[src/rtl/pe_ws.sv]
// pe_ws: weight-stationary MAC cell with a double-buffered weight and daisy-chained weight loading.
// Define PE_SAT_EN to saturate on overflow; otherwise sums wrap and sat is tied low.
module pe_ws #(
    parameter int DATA_W = 8,
    parameter int ACC_W  = 16,
    parameter int SIGNED = 1
) (
    input  logic              clk,
    input  logic              rst,
    input  logic              w_load,
    input  logic [DATA_W-1:0] w_in,
    input  logic              w_swap,
    output logic [DATA_W-1:0] w_out,
    input  logic              in_valid,
    input  logic [DATA_W-1:0] in_data,
    input  logic [ACC_W-1:0]  psum_in,
    output logic              out_valid,
    output logic [DATA_W-1:0] out_data,
    output logic [ACC_W-1:0]  psum_out,
    output logic              sat
);

    localparam int PROD_W    = 2 * DATA_W;
    localparam bit IS_SIGNED = (SIGNED != 0);

    logic [DATA_W-1:0] shadow_q;
    logic [DATA_W-1:0] active_q;
    logic [PROD_W-1:0] data_x;
    logic [PROD_W-1:0] weight_x;
    logic [PROD_W-1:0] prod;
    logic [ACC_W-1:0]  prod_a;
    logic [ACC_W-1:0]  result;

    // Swap reads shadow_q before this edge's load, so load+swap together moves the old shadow.
    always_ff @(posedge clk or posedge rst) begin
        if (rst) begin
            shadow_q <= '0;
            active_q <= '0;
        end else begin
            if (w_load) shadow_q <= w_in;
            if (w_swap) active_q <= shadow_q;
        end
    end

    assign w_out = shadow_q;

    always_comb begin
        data_x   = {{DATA_W{IS_SIGNED && in_data[DATA_W-1]}}, in_data};
        weight_x = {{DATA_W{IS_SIGNED && active_q[DATA_W-1]}}, active_q};
        prod     = data_x * weight_x;
        if (IS_SIGNED) prod_a = ACC_W'($signed(prod));
        else           prod_a = ACC_W'(prod);
    end

`ifdef PE_SAT_EN
    logic [ACC_W:0]   psum_e;
    logic [ACC_W:0]   prod_e;
    logic [ACC_W:0]   sum_e;
    logic [ACC_W-1:0] clip;
    logic             ovf;

    // One guard bit is enough: both addends fit in ACC_W bits of the chosen signedness.
    always_comb begin
        psum_e = {IS_SIGNED && psum_in[ACC_W-1], psum_in};
        prod_e = {IS_SIGNED && prod_a[ACC_W-1], prod_a};
        sum_e  = psum_e + prod_e;
        ovf    = 1'b0;
        clip   = '1;
        if (IS_SIGNED) begin
            ovf  = sum_e[ACC_W] ^ sum_e[ACC_W-1];
            clip = sum_e[ACC_W] ? {1'b1, {(ACC_W-1){1'b0}}} : {1'b0, {(ACC_W-1){1'b1}}};
        end else begin
            ovf  = sum_e[ACC_W];
        end
        result = ovf ? clip : sum_e[ACC_W-1:0];
    end

    always_ff @(posedge clk or posedge rst) begin
        if (rst)           sat <= 1'b0;
        else if (in_valid) sat <= ovf;
    end
`else
    always_comb begin
        result = psum_in + prod_a;
    end

    assign sat = 1'b0;
`endif

    // Data registers only move on valid inputs so idle cycles do not toggle the outputs.
    always_ff @(posedge clk or posedge rst) begin
        if (rst) begin
            out_valid <= 1'b0;
            out_data  <= '0;
            psum_out  <= '0;
        end else begin
            out_valid <= in_valid;
            if (in_valid) begin
                out_data <= in_data;
                psum_out <= result;
            end
        end
    end

endmodule
[config.mk]
export PLATFORM = sky130hd
export DESIGN_NAME = pe_ws
export DESIGN_NICKNAME = d
export VERILOG_FILES = /design/src/rtl/pe_ws.sv
export SDC_FILE = /design/constraint.sdc
export NUM_CORES = 1
export LEC_CHECK = 0
export CAP_MARGIN = 20
export CELL_PAD_IN_SITES_DETAIL_PLACEMENT = 0
export CELL_PAD_IN_SITES_GLOBAL_PLACEMENT = 1
export CORE_MARGIN = 4
export CORE_UTILIZATION = 39
export DETAILED_ROUTE_END_ITERATION = 10
export PLACE_DENSITY = 0.85
export SYNTH_ARGS = -nofsm -noshare
export SYNTH_HDL_FRONTEND = slang
export SYNTH_SLANG_ARGS = --single-unit
[constraint.sdc]
create_clock -name clk -period 4.7 [get_ports clk]
set_clock_uncertainty 0.1 [all_clocks]
set_input_delay 0.705 -clock clk [delete_from_list [all_inputs] [get_ports clk]]
set_output_delay 0.705 -clock clk [all_outputs]
set_load 0.01 [all_outputs]
==> flow_summary.json, run 1 <==
{
  "status": "finished with violations",
  "violations": "setup timing",
  "cts_buffers": 5,
  "die_height_um": 115,
  "synth-simple-area-share": 0.107,
  "rr_endpoint": "psum_out[15]",
  "wl_met1_mm": 4.24,
  "start_util": 0.404,
  "multiInputGateArea_um2": 3490,
  "nets": 686,
  "synth_top_cell_by_area": "fa_1",
  "antenna_cells": 0,
  "grt_max_degree": 42,
  "synth_edf_count": 0,
  "regToRegStartpoint": "active_q[6]",
  "path_clk_slew_ns": 0.06,
  "wl_per_cell_um": 15.3,
  "avgSynthCellArea_um2": 10.9,
  "root_buffer": "clkbuf_16",
  "clock.fmax_ghz": 0.209,
  "slew_violations": 0,
  "synth_nets": 553,
  "wl_met2_mm": 5.65,
  "worstMarginPinSlew_ns": 0.522,
  "synth_top_area_share": 0.319,
  "synth_xor_area_frac": 0.0323,
  "ys_seq_area_frac": 0.230,
  "via_count": 3330,
  "cp_common_cell": "fa_1",
  "grt_pass1_vias": 3717,
  "ys_types": 35,
  "hpwl_mm": 8.26,
  "rsz0062_at_grt": "yes",
  "htreeDepth": 2,
  "crit_path_end_kind": "flip-flop",
  "grt-ovfl-total": 0,
  "drc": 0,
  "crit_type": "in -> reg",
  "fin_crit_sh": 1.02,
  "gp_congestion": 0.838,
  "r2r_slack_ns": -0.04,
  "synth_top_family_by_area": "adder cells",
  "setup_viol": 2,
  "syn_inst": 408,
  "die_area_um2": 13200,
  "slowest_delay_ns": 0.56,
  "slew_headroom": 0.652,
  "synth_compound_area_frac": 0.0482,
  "cp_slowest_cell": "fa_1",
  "layout.area.seq_um2": 1030,
  "ios": 71,
  "hold_slack_ns": 0.394,
  "row_count": 38,
  "yosysWarnings": 0,
  "synthMuxAreaShare": 0.0858,
  "synth_most_common_cell": "inv_1",
  "synth-seq-cells": 41,
  "placed_cells": 660,
  "synth_area_leaders": "fa_1 32%, dfrtp_1 23%, ha_1 10%, mux2_2 8.6%, inv_1 6.1%",
  "crit_chain": "buf_8, buf_6, buf_4, and2_1, fa_2, fa_1, fa_1, fa_1, fa_2, ha_4, a2111oi_4, o21ai_4, a2111oi_4, buf_4, o211ai_1, nand3_1",
  "portBuffers": 69,
  "path_buf_inv": 4,
  "hold-path-endpoint": "psum_out[8]",
  "clock_path_buffers": 2,
  "drt_iter0_drc": 92,
  "core_um2": 11000,
  "finalWorstSetupSlack_ns": -0.0759,
  "arrival_ns": 4.90,
  "drt_pass1_iterations": 4,
  "critPathLaunchType": "primary input",
  "synthAdderAreaFrac": 0.422,
  "grt_pass1_wl_mm": 17.3,
  "highest_layer": "met4",
  "hold_depth": 2,
  "worstHoldStart": "psum_out[8]",
  "max_cap_viol_count": 0,
  "path_max_fanout": 4,
  "drive_above_1_share": 0.343,
  "finalHoldViolations": 0,
  "antenna_found_initial": 0,
  "layout_min_cycle_time_ns": 4.78,
  "hp-class": "reg -> reg",
  "vias_per_cell": 4.88,
  "clkLatencyLatePin_ns": 0.28,
  "cp.required_ns": 4.82,
  "async_reset_ff_frac": 1.00,
  "synth_top_cells_by_count": "73 x inv_1, 71 x fa_1, 41 x dfrtp_1, 37 x ha_1, 34 x mux2_2",
  "routed_wl_mm": 10.5,
  "reg2regPathDepth": 14,
  "fp.dieW_um": 115,
  "syn_area_um2": 4460,
  "globalRouteTotalUtil": 0.165,
  "dr_wl_met3_um": 385,
  "crit_family": "adder cells",
  "ant_nets": 0,
  "cts_tree": "yes",
  "clkSinkCount": 41,
  "final_cell_count_no_fill": 682,
  "synth_ff_type": "dfrtp_1",
  "area_growth_pct": 42.5,
  "num-fill-cells": 920
}
## flip-flops by register name (all words and copies together), names as in the netlist
| name | cells |
|---|---|
| out_valid | 1 |
| w_out | 8 |
| active_q | 8 |
| psum_out | 16 |
| out_data | 8 |
## worst register-to-register path: stages (launching register included)
cell	delay [ns]
dfrtp_1	0.53
nand2_1	0.15
fa_1	0.49
fa_1	0.49
inv_1	0.06
fa_1	0.57
fa_1	0.46
fa_2	0.38
ha_4	0.18
a2111oi_4	0.37
o21ai_4	0.14
a2111oi_4	0.38
buf_4	0.17
o211ai_1	0.10
nand3_1	0.10
## cells by family after synthesis
family          count (synthesis)
fa+ha+maj                     108
xor+xnor                       14
simple gates                   94
mux                            34
buf+inv                        82
other cells                     1
compound gates                 34
flops                          41
## worst max-delay path by stage
stage	cells after the start	slack (ns)	endpoint	start
finish	16	-0.08	psum_out[15]	in_data[4]
CTS	15	-0.06	psum_out[13]	in_data[4]
floorplan	15	-0.17	psum_out[15]	in_data[7]
global placement	15	-0.71	psum_out[15]	in_data[7]
detailed placement	15	-0.88	psum_out[15]	in_data[7]
global route	17	-0.23	psum_out[15]	in_data[7]
## through the flow
| step | TNS (ns) | instance area (um^2) | utilization | worst slack (ns) |
|---|---|---|---|---|
| floorplan | -0.205 | 4540 | - | -0.173 |
| global placement | -5.41 | 5730 | 0.519 | -0.715 |
| detailed placement | -6.60 | 5730 | 0.519 | -0.876 |
| CTS | -0.0851 | 6130 | 0.556 | -0.0582 |
| global route | -0.493 | 6360 | 0.576 | -0.234 |
| finish | -0.0879 | 6360 | 0.576 | -0.0759 |
## what timing repair did
item | CTS | global route
hold buffers | 0 | 0
pin swaps | 39 | 41
setup endpoints to repair | 9 | 7
gates resized for setup | 84 | 49
buffers inserted | 9 | 5
## routing by layer
layer | global-route usage | vias up
met1 | 0.201 | 1702
li1 | - | 1550
met2 | 0.306 | 65
met4 | 0.0477 | 0
met5 | 0 | -
met3 | 0.0179 | 13
## final cells by class
cell class	count	share of cell area
Multi-Input combinational cell	285	0.548
Timing Repair Buffer	135	0.194
Sequential cell	41	0.162
Inverter	73	0.0431
Tap cell	140	0.0276
Clock buffer	7	0.0240
Clock inverter	1	0.000787
## placed cells by master, fill, tap and decap left out, types with 5 or more instances in the layout
cell type | synthesis | routed
and2_4 | 0 | 7
ha_1 | 37 | 23
buf_4 | 1 | 56
inv_1 | 73 | 62
fa_1 | 71 | 58
fa_2 | 0 | 13
xnor2_1 | 12 | 12
nor2_1 | 10 | 10
clkbuf_16 | 0 | 5
buf_6 | 2 | 13
inv_2 | 0 | 10
dfrtp_1 | 41 | 37
nor2b_1 | 7 | 5
mux2_2 | 34 | 33
ha_4 | 0 | 14
and2_1 | 32 | 25
clkdlybuf4s50_1 | 0 | 54
nand2_1 | 33 | 28
Power of run 1 is left out: the tool's default activity adds up to more than one toggle a clock period on the data nets, which glitch-free logic cannot reach.
==> run 2, diff against run 1 <==
--- a/config.mk
+++ b/config.mk
@@ -15,3 +15,4 @@
 export SYNTH_ARGS = -nofsm -noshare
 export SYNTH_HDL_FRONTEND = slang
 export SYNTH_SLANG_ARGS = --single-unit
+export TNS_END_PERCENT = 30
==> run 2 against run 1 <==
The flow still finishes with violations (setup timing); first-iteration DRC count decreased by 16%; non-clock buffer count down 4; final cell count down 0.59%; global-route usage barely moved; critical endpoint unchanged.
==> flow_summary.json, run 2 (same netlist as run 1, synthesis figures left out) <==
{
  "drt_iter0_drc": 77,
  "hpwl_mm": 8.26,
  "r2r_slack_ns": -0.05,
  "htreeDepth": 2,
  "drt_pass1_iterations": 4,
  "row_count": 38,
  "clock.fmax_ghz": 0.209,
  "core_um2": 11000,
  "worstHoldStart": "psum_out[8]",
  "place_ws_ns": -0.876,
  "antenna_found_initial": 0,
  "die_height_um": 115,
  "grt_pass1_vias": 3719,
  "cts_tree": "yes",
  "start_util": 0.404,
  "clock_path_buffers": 2,
  "hp-class": "reg -> reg",
  "startpoint": "in_data[4]",
  "wl_per_cell_um": 15.3,
  "slew_headroom": 0.653,
  "cp.required_ns": 4.83,
  "die_area_um2": 13200,
  "arrival_ns": 4.90,
  "grt-ovfl-total": 0,
  "fp.dieW_um": 115,
  "grt_max_degree": 42,
  "mostFrequentLayoutCell": "inv_1",
  "layout_min_cycle_time_ns": 4.78,
  "finalHoldViolations": 0,
  "max_cap_viol_count": 0,
  "gp_congestion": 0.838,
  "ant_nets": 0,
  "routed_wl_mm": 10.4,
  "worstMarginPinSlew_ns": 0.520,
  "violations": "setup timing",
  "regMostFlops": "psum_out",
  "reg2regPathDepth": 14,
  "status": "finished with violations",
  "via_count": 3308,
  "path_clk_slew_ns": 0.06,
  "antenna_cells": 0,
  "largest_reg_flops": 16,
  "rr_endpoint": "psum_out[15]",
  "portBuffers": 69,
  "vias_per_cell": 4.88,
  "crit_path_end_kind": "flip-flop",
  "root_buffer": "clkbuf_16",
  "cts_buffers": 5,
  "finalWorstSetupSlack_ns": -0.0778,
  "critPathLaunchType": "primary input",
  "fin_crit_sh": 1.02,
  "path_max_fanout": 4,
  "regToRegStartpoint": "active_q[6]",
  "clkLatencyLatePin_ns": 0.28,
  "ios": 71,
  "tns_ns": -0.0896,
  "hold_slack_ns": 0.393,
  "slew_violations": 0,
  "crit_type": "in -> reg",
  "nets": 682,
  "rsz0062_at_grt": "yes",
  "drc": 0,
  "grt_pass1_wl_mm": 17.3,
  "setup_viol": 2,
  "most-common-layout-cells": "64 x inv_1, 59 x fa_1, 55 x clkdlybuf4s50_1",
  "area_growth_pct": 41.0,
  "hold-path-endpoint": "psum_out[8]",
  "globalRouteTotalUtil": 0.165,
  "drive_above_1_share": 0.331,
  "clkSinkCount": 41,
  "hold_depth": 2
}
run 2: cell type report:
cell class                 count  area, um^2
fill                         938        4740
inverter                      73         274
multi-input combinational    285        3450
sequential                    41        1030
timing repair buffer         131        1200
clock buffer                   7         153
tap                          140         175
clock inverter                 1        5.00
run 2: repair_timing:
action	CTS	global route
gates resized for setup	80	45
endpoints found under the setup margin	9	7
hold buffers	0	0
gates cloned	0	0
pin swaps	36	37
endpoints found under the hold margin	0	0
buffers inserted	9	1
run 2: worst max path at each step:
stage | endpoint | slack (ns) | cells past startpoint
after floorplan | psum_out[15] | -0.17 | 15
after global placement | psum_out[15] | -0.71 | 15
after detailed placement | psum_out[15] | -0.88 | 15
after CTS | psum_out[13] | -0.06 | 15
after global routing | psum_out[15] | -0.25 | 15
final | psum_out[15] | -0.08 | 16
run 2: metal layers:
metal / vias to the layer above / part of all wire / global-route usage
met5: - / 0 / 0
met3: 13 / 0.035 / 0.0179
met2: 66 / 0.54 / 0.306
li1: 1539 / - / -
met1: 1690 / 0.41 / 0.201
met4: 0 / 0.018 / 0.0477
run 2: critical path: stages:
cell and delay, ns:
buf_8 0.11, buf_6 0.12, buf_4 0.13, and2_1 0.15, fa_2 0.40, fa_1 0.50, fa_1 0.44, fa_1 0.56
fa_2 0.46, ha_4 0.19, a2111oi_4 0.24, o21ai_4 0.14, a2111oi_4 0.38, buf_4 0.17, o211ai_1 0.10, nand3_1 0.11
run 2: per-stage QoR:
step / area [um^2] / util / std cells
2_1_floorplan: 4540 / - / 408
3_3_place_gp: 5730 / 0.519 / 660
3_5_place_dp: 5730 / 0.519 / 660
4_1_cts: 6120 / 0.555 / 677
5_1_grt: 6290 / 0.570 / 678
6_report: 6290 / 0.570 / 678
Power of run 2 is left out for the same reason.
==> run 3, diff against run 2 <==
--- a/config.mk
+++ b/config.mk
@@ -11,6 +11,7 @@
 export CORE_MARGIN = 4
 export CORE_UTILIZATION = 39
 export DETAILED_ROUTE_END_ITERATION = 10
+export GPL_TIMING_DRIVEN = 0
 export PLACE_DENSITY = 0.85
 export SYNTH_ARGS = -nofsm -noshare
 export SYNTH_HDL_FRONTEND = slang
==> constraint.sdc (replaced) <==
create_clock -name clk -period 4.7 [get_ports clk]
set_clock_uncertainty 0.1 [all_clocks]
set_input_delay 0.94 -clock clk [delete_from_list [all_inputs] [get_ports clk]]
set_output_delay 0.94 -clock clk [all_outputs]
set_load 0.01 [all_outputs]
==> run 3 against run 2 <==
Critical path type unchanged; highest routed layer unchanged; the flow still finishes with violations (setup timing); final cell count down 6.6%; clock-buffer cell count unchanged; wire length shrank 2.4%; critical path depth fell by 1; first-iteration DRC count increased by 26%; final area shrank 7.1%.
==> flow_summary.json, run 3 (same netlist as run 1, synthesis figures left out) <==
{
  "status": "finished with violations",
  "violations": "setup timing",
  "drt_pass1_iterations": 4,
  "layout_min_cycle_time_ns": 4.95,
  "ios": 71,
  "gp_congestion": 0.850,
  "start_util": 0.404,
  "cts-hold-fix-buffers": 0,
  "clkSinkCount": 41,
  "slew_headroom": 0.424,
  "placed_cells": 614,
  "most-common-layout-cells": "65 x fa_1, 64 x inv_1, 57 x clkdlybuf4s50_1",
  "grt_pass1_vias": 3611,
  "cp_slowest_cell": "fa_1",
  "grt_max_degree": 42,
  "die_area_um2": 13200,
  "grt_pass1_wl_mm": 17.2,
  "crit_chain": "clkbuf_16, and2_4, inv_2, fa_1, inv_2, fa_1, fa_1, fa_1, fa_2, ha_4, o21ai_4, o21ai_4, a2111oi_4, or4_1, nand3_1",
  "drt_iter0_drc": 97,
  "mostFrequentLayoutCell": "fa_1",
  "core_um2": 11000,
  "root_buffer": "clkbuf_16",
  "row_count": 38,
  "cp.required_ns": 4.82,
  "fp.dieW_um": 115,
  "antenna_cells": 0,
  "rsz0062_at_grt": "yes",
  "setup_viol": 8,
  "crit_type": "in -> reg",
  "globalRouteTotalUtil": 0.165,
  "grt-ovfl-total": 0,
  "crit_path_end_kind": "flip-flop",
  "largest_reg_flops": 16,
  "arrival_ns": 5.07,
  "area_growth_pct": 31.0,
  "via_count": 3174,
  "die_height_um": 115,
  "place_ws_ns": -1.31,
  "vias_per_cell": 5.01,
  "worstMarginPinSlew_ns": 0.863,
  "placed_cell_area_um2": 5370,
  "cts_tree": "yes",
  "htreeDepth": 2,
  "cp_common_cell": "fa_1",
  "critPathLaunchType": "primary input",
  "clock.fmax_ghz": 0.202,
  "slowest_delay_ns": 0.57,
  "regMostFlops": "psum_out",
  "clock_path_buffers": 2,
  "wl_per_cell_um": 16.0,
  "path_max_fanout": 5,
  "drc": 0,
  "drive_above_1_share": 0.223,
  "routed_wl_mm": 10.1,
  "clkLatencyLatePin_ns": 0.28,
  "nets": 637,
  "postLayoutCellArea_um2": 5840,
  "finalWorstSetupSlack_ns": -0.247,
  "max_cap_viol_count": 0,
  "finalHoldViolations": 0,
  "final_cell_count_no_fill": 633,
  "cts_buffers": 5,
  "fin_crit_sh": 1.05,
  "slew_violations": 0,
  "ant_nets": 0,
  "hp-class": "reg -> reg",
  "path_clk_slew_ns": 0.06,
  "portBuffers": 66,
  "antenna_found_initial": 0,
  "hpwl_mm": 7.99
}
[run 3: cell types whose count changed in the layout (fill, tap and decap cells not counted), sizes merged]
| cell | previous run | this run |
|---|---|---|
| buf | 70 | 21 |
| clkbuf | 7 | 13 |
| clkdlybuf4s50 | 55 | 57 |
| clkinv | 2 | 1 |
| dlygate4sd2 | 3 | 2 |
| dlymetal6s2s | 3 | 0 |
| inv | 72 | 73 |
[run 3: final cells by class]
cell class	count	area [um^2]
fillers	981	5190
multi-input cells	285	3400
flip-flops and latches	41	1030
repair buffers	79	741
inverters	73	274
well taps	140	175
clock buffers	7	153
plain buffers	7	66.3
clock inverters	1	5.00
[run 3: per-stage QoR]
stage / TNS, ns / util / hold WS, ns
after floorplan: -1.39 / - / 0.418
after global placement: -10.19 / 0.487 / 0.384
after detailed placement: -11.02 / 0.487 / 0.381
after CTS: -1.27 / 0.527 / 0.397
after global routing: -2.25 / 0.530 / 0.427
final: -1.16 / 0.530 / 0.395
[run 3: repair_timing]
| action | in CTS | in global routing |
|---|---|---|
| pin swaps | 30 | 18 |
| setup endpoints to repair | 11 | 9 |
| buffers inserted | 9 | 3 |
| resized for setup | 72 | 19 |
| gates cloned | 1 | 0 |
[run 3: worst max-delay path: cells and delay by family]
kind / cells / cell delay (ns)
AOI/OAI and AO/OA: 3 / 0.39
adders and majority gates: 6 / 2.89
buffers and inverters: 3 / 0.19
and+or+nand+nor: 3 / 0.65
[run 3: layer usage]
metal / up-vias / wire, um / global-route usage
met2: 72 / 5350 / 0.301
met5: - / 0 / 0
met3: 5 / 421 / 0.0200
met1: 1650 / 4250 / 0.210
li1: 1447 / - / -
met4: 0 / 86 / 0.0313
[run 3: worst paths after layout]
| kind | end | depth (start not counted) | slack, ns | from |
|---|---|---|---|---|
| min in group asynchronous | out_valid | 2 | 1.06 | rst |
| worst min register to register | psum_out[8] | 2 | 0.40 | psum_out[8] |
| max in group asynchronous | w_out[3] | 2 | 2.90 | rst |
| worst min-delay path | psum_out[8] | 2 | 0.40 | psum_out[8] |
| worst max register to register | psum_out[15] | 14 | -0.08 | active_q[0] |
| worst max-delay path | psum_out[15] | 15 | -0.25 | in_data[7] |
Power of run 3 is left out for the same reason.
